===== src/rtl/mult_pkg.sv =====
// Shared types and constants for the shift-add multiplier issue/capture stage.
package mult_pkg;

  localparam int MULT_WIDTH = 32;

  typedef enum logic [1:0] {
    ST_IDLE,
    ST_LOAD,
    ST_RUN,
    ST_CAPTURE
  } mult_issue_state_t;

  // Worst-case multiplier latency: one load cycle plus three cycles per bit.
  function automatic int mult_min_lat(input int width);
    return 3 * width + 1;
  endfunction

endpackage


===== src/rtl/mult_result_fifo.sv =====
// Show-ahead result FIFO; the head is visible on the data output whenever valid is high.
module mult_result_fifo #(
  parameter int DEPTH = 2,
  parameter int DW    = 64
) (
  input  logic          clk,
  input  logic          rst_n,
  input  logic          push,
  input  logic [DW-1:0] push_data,
  input  logic          pop,
  output logic          full,
  output logic          valid,
  output logic [DW-1:0] head
);

  localparam int PW = $clog2(DEPTH);
  localparam int CW = $clog2(DEPTH + 1);

  typedef logic [PW-1:0] ptr_t;
  typedef logic [CW-1:0] cnt_t;

  logic [DW-1:0] mem [DEPTH];
  ptr_t          wr_ptr;
  ptr_t          rd_ptr;
  cnt_t          count;
  logic          do_pop;

  assign do_pop = pop && valid;
  assign valid  = (count != '0);
  assign full   = (count == cnt_t'(DEPTH));

  // When empty, keep presenting the entry that was popped last.
  assign head = valid ? mem[rd_ptr] : mem[rd_ptr - ptr_t'(1)];

  // NOTE: sequential state uses non-blocking assignments so every register samples pre-edge values.
  always_ff @(posedge clk or negedge rst_n) begin
    if (!rst_n) begin
      wr_ptr <= '0;
      rd_ptr <= '0;
      count  <= '0;
    end else begin
      if (push)   wr_ptr <= wr_ptr + ptr_t'(1);
      if (do_pop) rd_ptr <= rd_ptr + ptr_t'(1);
      case ({push, do_pop})
        2'b10:   count <= count + cnt_t'(1);
        2'b01:   count <= count - cnt_t'(1);
        default: count <= count;
      endcase
    end
  end

  // NOTE: storage is deliberately not reset; validity is tracked by count alone.
  always_ff @(posedge clk) begin
    if (push) mem[wr_ptr] <= push_data;
  end

endmodule


===== src/rtl/mult_issue_ctrl.sv =====
// Issues one operand pair at a time to the multiplier, waits its worst-case latency,
// and captures the product into a small result FIFO.
module mult_issue_ctrl
  import mult_pkg::*;
#(
  parameter int WIDTH = MULT_WIDTH,
  parameter int LAT   = 100,
  parameter int DEPTH = 2
) (
  input  logic               clk,
  input  logic               rst_n,
  input  logic               in_valid,
  output logic               in_ready,
  input  logic [WIDTH-1:0]   in_mcand,
  input  logic [WIDTH-1:0]   in_mlier,
  output logic               out_valid,
  input  logic               out_ready,
  output logic [2*WIDTH-1:0] out_product,
  output logic [WIDTH-1:0]   mult_mcand,
  output logic [WIDTH-1:0]   mult_mlier,
  output logic               mult_rst,
  input  logic [2*WIDTH-1:0] mult_product,
  output logic               busy
);

  if (LAT < mult_min_lat(WIDTH)) begin : g_lat_check
    $error("mult_issue_ctrl: LAT must be at least 3*WIDTH+1");
  end
  if (DEPTH < 2 || (DEPTH & (DEPTH - 1)) != 0) begin : g_depth_check
    $error("mult_issue_ctrl: DEPTH must be a power of two and at least 2");
  end

  localparam int RCW = $clog2(LAT);
  typedef logic [RCW-1:0] run_cnt_t;
  localparam run_cnt_t RUN_LAST = run_cnt_t'(LAT - 1);

  mult_issue_state_t state, state_nxt;
  run_cnt_t          run_cnt;
  logic              fifo_full;
  logic              accept;

  assign in_ready = (state == ST_IDLE) && !fifo_full;
  assign accept   = in_valid && in_ready;
  assign busy     = (state != ST_IDLE);
  // The multiplier is held in reset until the operands have been stable for a full LOAD cycle.
  assign mult_rst = (state == ST_IDLE) || (state == ST_LOAD);

  always_ff @(posedge clk or negedge rst_n) begin
    if (!rst_n) state <= ST_IDLE;
    else        state <= state_nxt;
  end

  // NOTE: default assignment first keeps this block purely combinational (no latch).
  always_comb begin
    state_nxt = state;
    case (state)
      ST_IDLE:    if (accept) state_nxt = ST_LOAD;
      ST_LOAD:    state_nxt = ST_RUN;
      ST_RUN:     if (run_cnt == RUN_LAST) state_nxt = ST_CAPTURE;
      ST_CAPTURE: state_nxt = ST_IDLE;
      default:    state_nxt = ST_IDLE;
    endcase
  end

  // Counter stops at LAT-1 because RUN is left on that value; it never wraps.
  always_ff @(posedge clk or negedge rst_n) begin
    if (!rst_n) begin
      run_cnt <= '0;
    end else if (state == ST_LOAD) begin
      run_cnt <= '0;
    end else if (state == ST_RUN && run_cnt != RUN_LAST) begin
      run_cnt <= run_cnt + run_cnt_t'(1);
    end
  end

  always_ff @(posedge clk or negedge rst_n) begin
    if (!rst_n) begin
      mult_mcand <= '0;
      mult_mlier <= '0;
    end else if (accept) begin
      mult_mcand <= in_mcand;
      mult_mlier <= in_mlier;
    end
  end

  mult_result_fifo #(
    .DEPTH (DEPTH),
    .DW    (2 * WIDTH)
  ) u_fifo (
    .clk       (clk),
    .rst_n     (rst_n),
    .push      (state == ST_CAPTURE),
    .push_data (mult_product),
    .pop       (out_ready),
    .full      (fifo_full),
    .valid     (out_valid),
    .head      (out_product)
  );

endmodule


===== config.mk =====
export PLATFORM = sky130hd
export DESIGN_NAME = mult_issue_ctrl
export DESIGN_NICKNAME = d
export VERILOG_FILES = /design/src/rtl/mult_pkg.sv /design/src/rtl/mult_result_fifo.sv /design/src/rtl/mult_issue_ctrl.sv
export SDC_FILE = /design/constraint.sdc
export NUM_CORES = 1
export LEC_CHECK = 0
export CAP_MARGIN = 20
export CORE_MARGIN = 5
export CORE_UTILIZATION = 40
export CTS_BUF_LIST = sky130_fd_sc_hd__clkbuf_4 sky130_fd_sc_hd__clkbuf_8 sky130_fd_sc_hd__clkbuf_16
export DETAILED_ROUTE_END_ITERATION = 10
export GPL_TIMING_DRIVEN = 0
export PLACE_DENSITY_LB_ADDON = 0.12
export SLEW_MARGIN = 20
export SYNTH_ARGS = -nofsm -noshare
export SYNTH_HDL_FRONTEND = slang
export SYNTH_SLANG_ARGS = --single-unit

===== constraint.sdc =====
create_clock -name clk -period 6.46 [get_ports clk]
set_clock_uncertainty 0.2 [all_clocks]
set_input_delay 0.646 -clock clk [delete_from_list [all_inputs] [get_ports clk]]
set_output_delay 0.646 -clock clk [all_outputs]
set_load 0.005 [all_outputs]

== Word-level counts from Yosys, hierarchy flattened ==
Memory sizes are Yosys's and may differ from the RTL's.
Cells that the tools add are included.

* Memories: 1
* Input bits: 132
* Bits in writable memories: 128
* Register bits after elaboration: 77
* Output and inout port bits: 132

{| class="wikitable"
|+ Memory list
! name !! depth !! width !! read ports !! clocked after memory_dff !! write ports !! RTL line !! source
|-
| u_fifo.mem || 2 || 64 || 2 || 0 || 1 || mult_result_fifo.sv:22 || <nowiki>logic [DW-1:0] mem [DEPTH];</nowiki>
|}

* Equal/unequal tests: 10
* Multiplexer cells: 9
* Add/subtract/negate cells: 6
* Reduce and logical (&&, ||, !) cells: 12

{| class="wikitable"
|+ Operators with widths
! operator !! number
|-
| 2-to-1 mux 64 bit || 1
|-
| 2-to-1 mux 7 bit || 2
|-
| equality test 2 bit, second input constant || 4
|-
| one-hot mux 2 bit (4 select lines) || 1
|-
| nonzero test 2 bit || 4
|-
| adder 7 x 1 -> 7 bit, second input constant || 1
|-
| equality test 7 bit, second input constant || 1
|-
| != test 7 bit, second input constant || 1
|-
| equality test 2 x 1 -> 1 bit, second input constant || 2
|-
| logical AND 1 bit || 4
|-
| 2-to-1 mux 2 bit || 2
|-
| != test 2 bit, second input constant || 2
|-
| one-hot mux 2 bit (2 select lines) || 1
|-
| adder 1 bit, second input constant || 2
|-
| adder 2 x 1 -> 2 bit, second input constant || 1
|-
| zero test 2 bit || 1
|-
| 2-to-1 mux 1 bit || 2
|-
| AND reduction 2 bit || 1
|-
| subtractor 2 x 1 -> 2 bit, second input constant || 1
|-
| zero test 1 bit || 1
|-
| logical OR 1 bit || 1
|-
| subtractor 1 bit, second input constant || 1
|}

== Longest topological paths before layout ==
* Depth after elaboration: 6
* Mapped depth: 7
* Mapped depth without buffers: 6

== Modules after synthesis ==
Synthesis repeated with hierarchy kept, for this count alone.

* Cells, all modules: 405
* Area, all modules: 7767.4 um^2

{| class="wikitable"
|+ By module, submodules not included
! module !! seq. area each (um^2) !! times used !! area an instance (um^2) !! cells an instance
|-
| mult_result_fifo || 3943.8 || 1 || 4854.7 || 216
|-
| mult_issue_ctrl || 1826.8 || 1 || 2912.8 || 189
|}

== Worst setup path after synthesis ==
No wires, ideal clock.

* Path kind: register -> register
* Start: register state[0]
* End: memory u_fifo.mem[0][0], enable pin
* Buffers on the path: 0
* Slack: 2.467 ns
* Required time: 5.774 ns
* Stages on the path, launching flop included: 4
* Arrival time: 3.307 ns
* Setup time: 0.486 ns
* Path through: dfrtp_1 > ha_1 > inv_1 > nor2_1

* Word-level cells in the longest chain between the ends: 3

{| class="wikitable"
|+ Ends and longest elaborated chain
! item !! RTL line !! source
|-
| start, declared || mult_issue_ctrl.sv:37 || <nowiki>mult_issue_state_t state, state_nxt;</nowiki>
|-
| start signal, assigned || mult_issue_ctrl.sv:50 || <nowiki>else state <= state_nxt;</nowiki>
|-
| equality test 2 bit || mult_issue_ctrl.sv:92 || <nowiki>.push (state == ST_CAPTURE),</nowiki>
|-
| 2-to-1 mux 1 bit || mult_result_fifo.sv:54 || <nowiki>if (push) mem[wr_ptr] <= push_data;</nowiki>
|-
| 2-to-1 mux 1 bit (implied by the code) || mult_result_fifo.sv:54 ||
|-
| end, declared || mult_result_fifo.sv:22 ||
|}

No other way between the ends.

== Worst setup path after layout ==
* Start: register u_fifo.count[0]
* End: output port out_product[57]

* Word-level cells in the longest chain between the ends: 2

{| class="wikitable"
|+ Ends and longest elaborated chain
! item !! RTL line !! source
|-
| start, declared || mult_result_fifo.sv:25 || <nowiki>cnt_t count;</nowiki>
|-
| start signal, assigned || mult_result_fifo.sv:45 || <nowiki>2'b10: count <= count + cnt_t'(1);</nowiki>
|-
| start signal, assigned || mult_result_fifo.sv:46 || <nowiki>2'b01: count <= count - cnt_t'(1);</nowiki>
|-
| start signal, assigned || mult_result_fifo.sv:47 || <nowiki>default: count <= count;</nowiki>
|-
| nonzero test 2 bit || mult_result_fifo.sv:29 || <nowiki>assign valid = (count != '0);</nowiki>
|-
| 2-to-1 mux 64 bit || mult_result_fifo.sv:33 || <nowiki>assign head = valid ? mem[rd_ptr] : mem[rd_ptr - ptr_t'(1)];</nowiki>
|-
| end, declared || mult_issue_ctrl.sv:18 || <nowiki>output logic [2*WIDTH-1:0] out_product,</nowiki>
|}

No other way between the ends.

==> flow_metrics.env <==
export IMPL_antenna_cells=0
export IMPL_dp_cells=928
export IMPL_grt_use_met1=0.188
export IMPL_cp_max_fo=10
export IMPL_vias_per_cell=4.70
export IMPL_path_clk_slew_ns=0.06
export IMPL_clock_root_buffer="clkbuf_16"
export IMPL_p_total_mw=5.70
export IMPL_busiest_layer="met2"
export IMPL_grt_setup_unrepaired="no"
export IMPL_num_fill_cells=1385
export IMPL_p_int_mw=4.16
export IMPL_ys_warn_count=0
export IMPL_avgSynthCellArea_um2=19.3
export IMPL_p_sw_frac=0.270
export IMPL_port_buffers=263
export IMPL_core_mm2=0.0188
export IMPL_pin_count=264
export IMPL_register_area_mm2=0.00577
export IMPL_multi_input_area_mm2=0.00183
export IMPL_drc=0
export IMPL_timing_fmax_mhz=278
export IMPL_htree_levels=1
export IMPL_cts_buffer_depth=3
export IMPL_gp_congestion=0.754
export IMPL_synth_edf_count=128
export IMPL_outcome="complete, no violations"
export IMPL_arrival_ns=2.75
export IMPL_cts_tree="done"
export IMPL_synth_top_cell_area_share=0.498
export IMPL_grt_ovfl_total=0
export IMPL_fin_crit_sh=0.557
export IMPL_p_leak_nw=4.28
export IMPL_ys_ff_latch=205
export IMPL_grt_pass1_vias=5036
export IMPL_ys_top_cells_by_area="edfxtp_1 50%, dfrtp_1 25%, mux2_2 18%"
export IMPL_antenna_found_initial=1
export IMPL_via_count=4543
export IMPL_hpwl_mm=13.3
export IMPL_syn_num_nets=538
export IMPL_drive_above_1_share=0.257
export IMPL_dieArea_mm2=0.0222
export IMPL_synthFlopType="edfxtp_1"
export IMPL_power_density_mw_per_mm2=495
export IMPL_ys_types=28
export IMPL_synthCells=400
export IMPL_whs_ns=0.303
export IMPL_worstSetupEndpointType="output pin"
export IMPL_cp_required_ns=5.61
export IMPL_drtIter0Drc=99
export IMPL_fin_nets=831
export IMPL_initial_core_util=0.410
export IMPL_period_needed_ns=3.60
export IMPL_worst_pin_slew_ns=0.585
export IMPL_area_delta_synth_final_pct=49.3
export IMPL_wl_mm=18.1
export IMPL_cts_sinks=205
export IMPL_setup_worst_path_start_class="register"
export IMPL_criticalPathCategory="register to output pin"
export IMPL_p_clk_frac=0.215
export IMPL_finalSetupViolations=0
export IMPL_ant_nets=0
export IMPL_grt_pass1_wl_mm=27.7
export IMPL_async_flop_share=0.376
export IMPL_pwr_share_seq=0.350
export IMPL_fp_row_count=50
export IMPL_synth_area_mm2=0.00772
export IMPL_grt_util_all_layers=0.159
export IMPL_grt_use_met3=0.0784
export IMPL_slew_headroom=0.606
export IMPL_synth_top_area_cell="edfxtp_1"
export IMPL_fp_dieW_um=149
export IMPL_grt_util_met2=0.263
export IMPL_finalHoldViolCount=0
export IMPL_clock_latency_ns=0.50
export IMPL_dr_pass1_iters=4
export IMPL_die_h_um=149
export IMPL_postLayoutCoreUtil=0.612
export IMPL_power_switching_mw=1.54
export IMPL_final_cells=967
export IMPL_cts_made_buffers=22
export IMPL_final_max_slew_violation_count=0
export IMPL_cap_violations=0
export IMPL_grt_max_degree=43
export IMPL_min_path_type="register to register"
export IMPL_irDropWorstVdd_uv=309
export IMPL_tns_ns=0
export IMPL_combPwrFrac=0.435
export IMPL_yosysSeqAreaShare=0.748
export IMPL_avgRoutedWirePerCell_um=18.8
[critical path, cell delays in order (launching register included)]
cell and delay, ns:
dfrtp_1 0.42, or2_4 0.30, xor2_4 0.47, buf_6 0.23
mux2_2 0.34, clkdlybuf4s50_1 0.50
[power by group through the flow]
stage | registers [mW] | clock network (mW) | logic [mW]
2_1_floorplan | 2.02 | 0 | 1.11
5_1_grt | 2.04 | 1.33 | 2.67
6_report | 1.99 | 1.23 | 2.48
3_3_place_gp | 2.02 | 0 | 2.45
4_1_cts | 2.00 | 1.27 | 2.54
3_5_place_dp | 2.02 | 0 | 2.52
[cell usage after synthesis (all sizes together), types with 3 or more instances]
master and number:
and2 3, buf 13, dfrtp 77, edfxtp 128, ha 6, inv 4, mux2 129, nand4 4
nor2 9, xor2 9
[path summary, 6_finish.rpt]
check                                startpoint  slack (ns)  cells after the start               to
worst max-delay path            u_fifo.count[0]        2.86                      5  out_product[57]
worst min-delay path             mult_mcand[15]        0.30                      1   mult_mcand[15]
worst max register to register       run_cnt[0]        4.26                      5         state[1]
worst min register to register   mult_mcand[15]        0.30                      1   mult_mcand[15]
max in group asynchronous                 rst_n        4.96                      3   mult_mlier[22]
min in group asynchronous                 rst_n        0.47                      2   mult_mlier[30]
[flip-flops by register name, indices dropped and copies added (netlist names)]
name / cells
mult_mlier: 32
u_fifo.wr_ptr: 1
state: 2
run_cnt: 7
u_fifo.rd_ptr: 1
u_fifo.mem: 128
mult_mcand: 32
u_fifo.count: 2
[through the flow]
stage,setup WS [ns],instance area (µm²)
floorplan,2.47,7720
global placement,0.804,10700
detailed placement,3.34,10800
CTS,2.81,11500
global route,2.72,11500
finish,2.86,11500
[final cells by class]
class	count	area share
plain buffers	15	0.00956
repair buffers	269	0.239
multi-input cells	176	0.159
clock inverters	9	0.00804
inverters	4	0.00130
flip-flops and latches	205	0.501
well taps	260	0.0282
clock buffers	29	0.0539
[cell usage in the layout (no fill, tap or decap), types with 3 or more instances in the layout]
cell,instances
buf_12,3
buf_2,7
buf_6,6
clkbuf_16,23
clkbuf_4,6
clkdlybuf4s50_1,262
clkinv_1,4
dfrtp_1,77
edfxtp_1,128
ha_1,6
inv_1,4
mux2_1,5
mux2_2,124
nand4_1,4
nor2_1,8
xor2_1,8
[cells by family (layout without fill, tap and decap cells)]
logic type	after synthesis	after routing	share of synthesized area
xor gates and xnor gates	11	11	0.0149
and+or+nand+nor	24	24	0.0172
AOI/OAI and AO/OA	5	5	0.00486
buffers and inverters	19	326	0.0162
adders and majority gates	6	6	0.00973
muxes	130	130	0.189
DFF	205	205	0.748
[layer usage]
layer,part of all wire,wire (µm)
met1,0.38,6900
met2,0.48,8740
met3,0.12,2220
met4,0.015,267
met5,0.00072,13
[repair_timing]
action / CTS / global route
hold buffers: 1 / 0
endpoints found under the setup margin: 0 / 0
buffers inserted: 0 / 0
resized for setup: 0 / 0
hold endpoints to repair: 41 / 0
No activity file was read; power rests on OpenSTA's default activity.
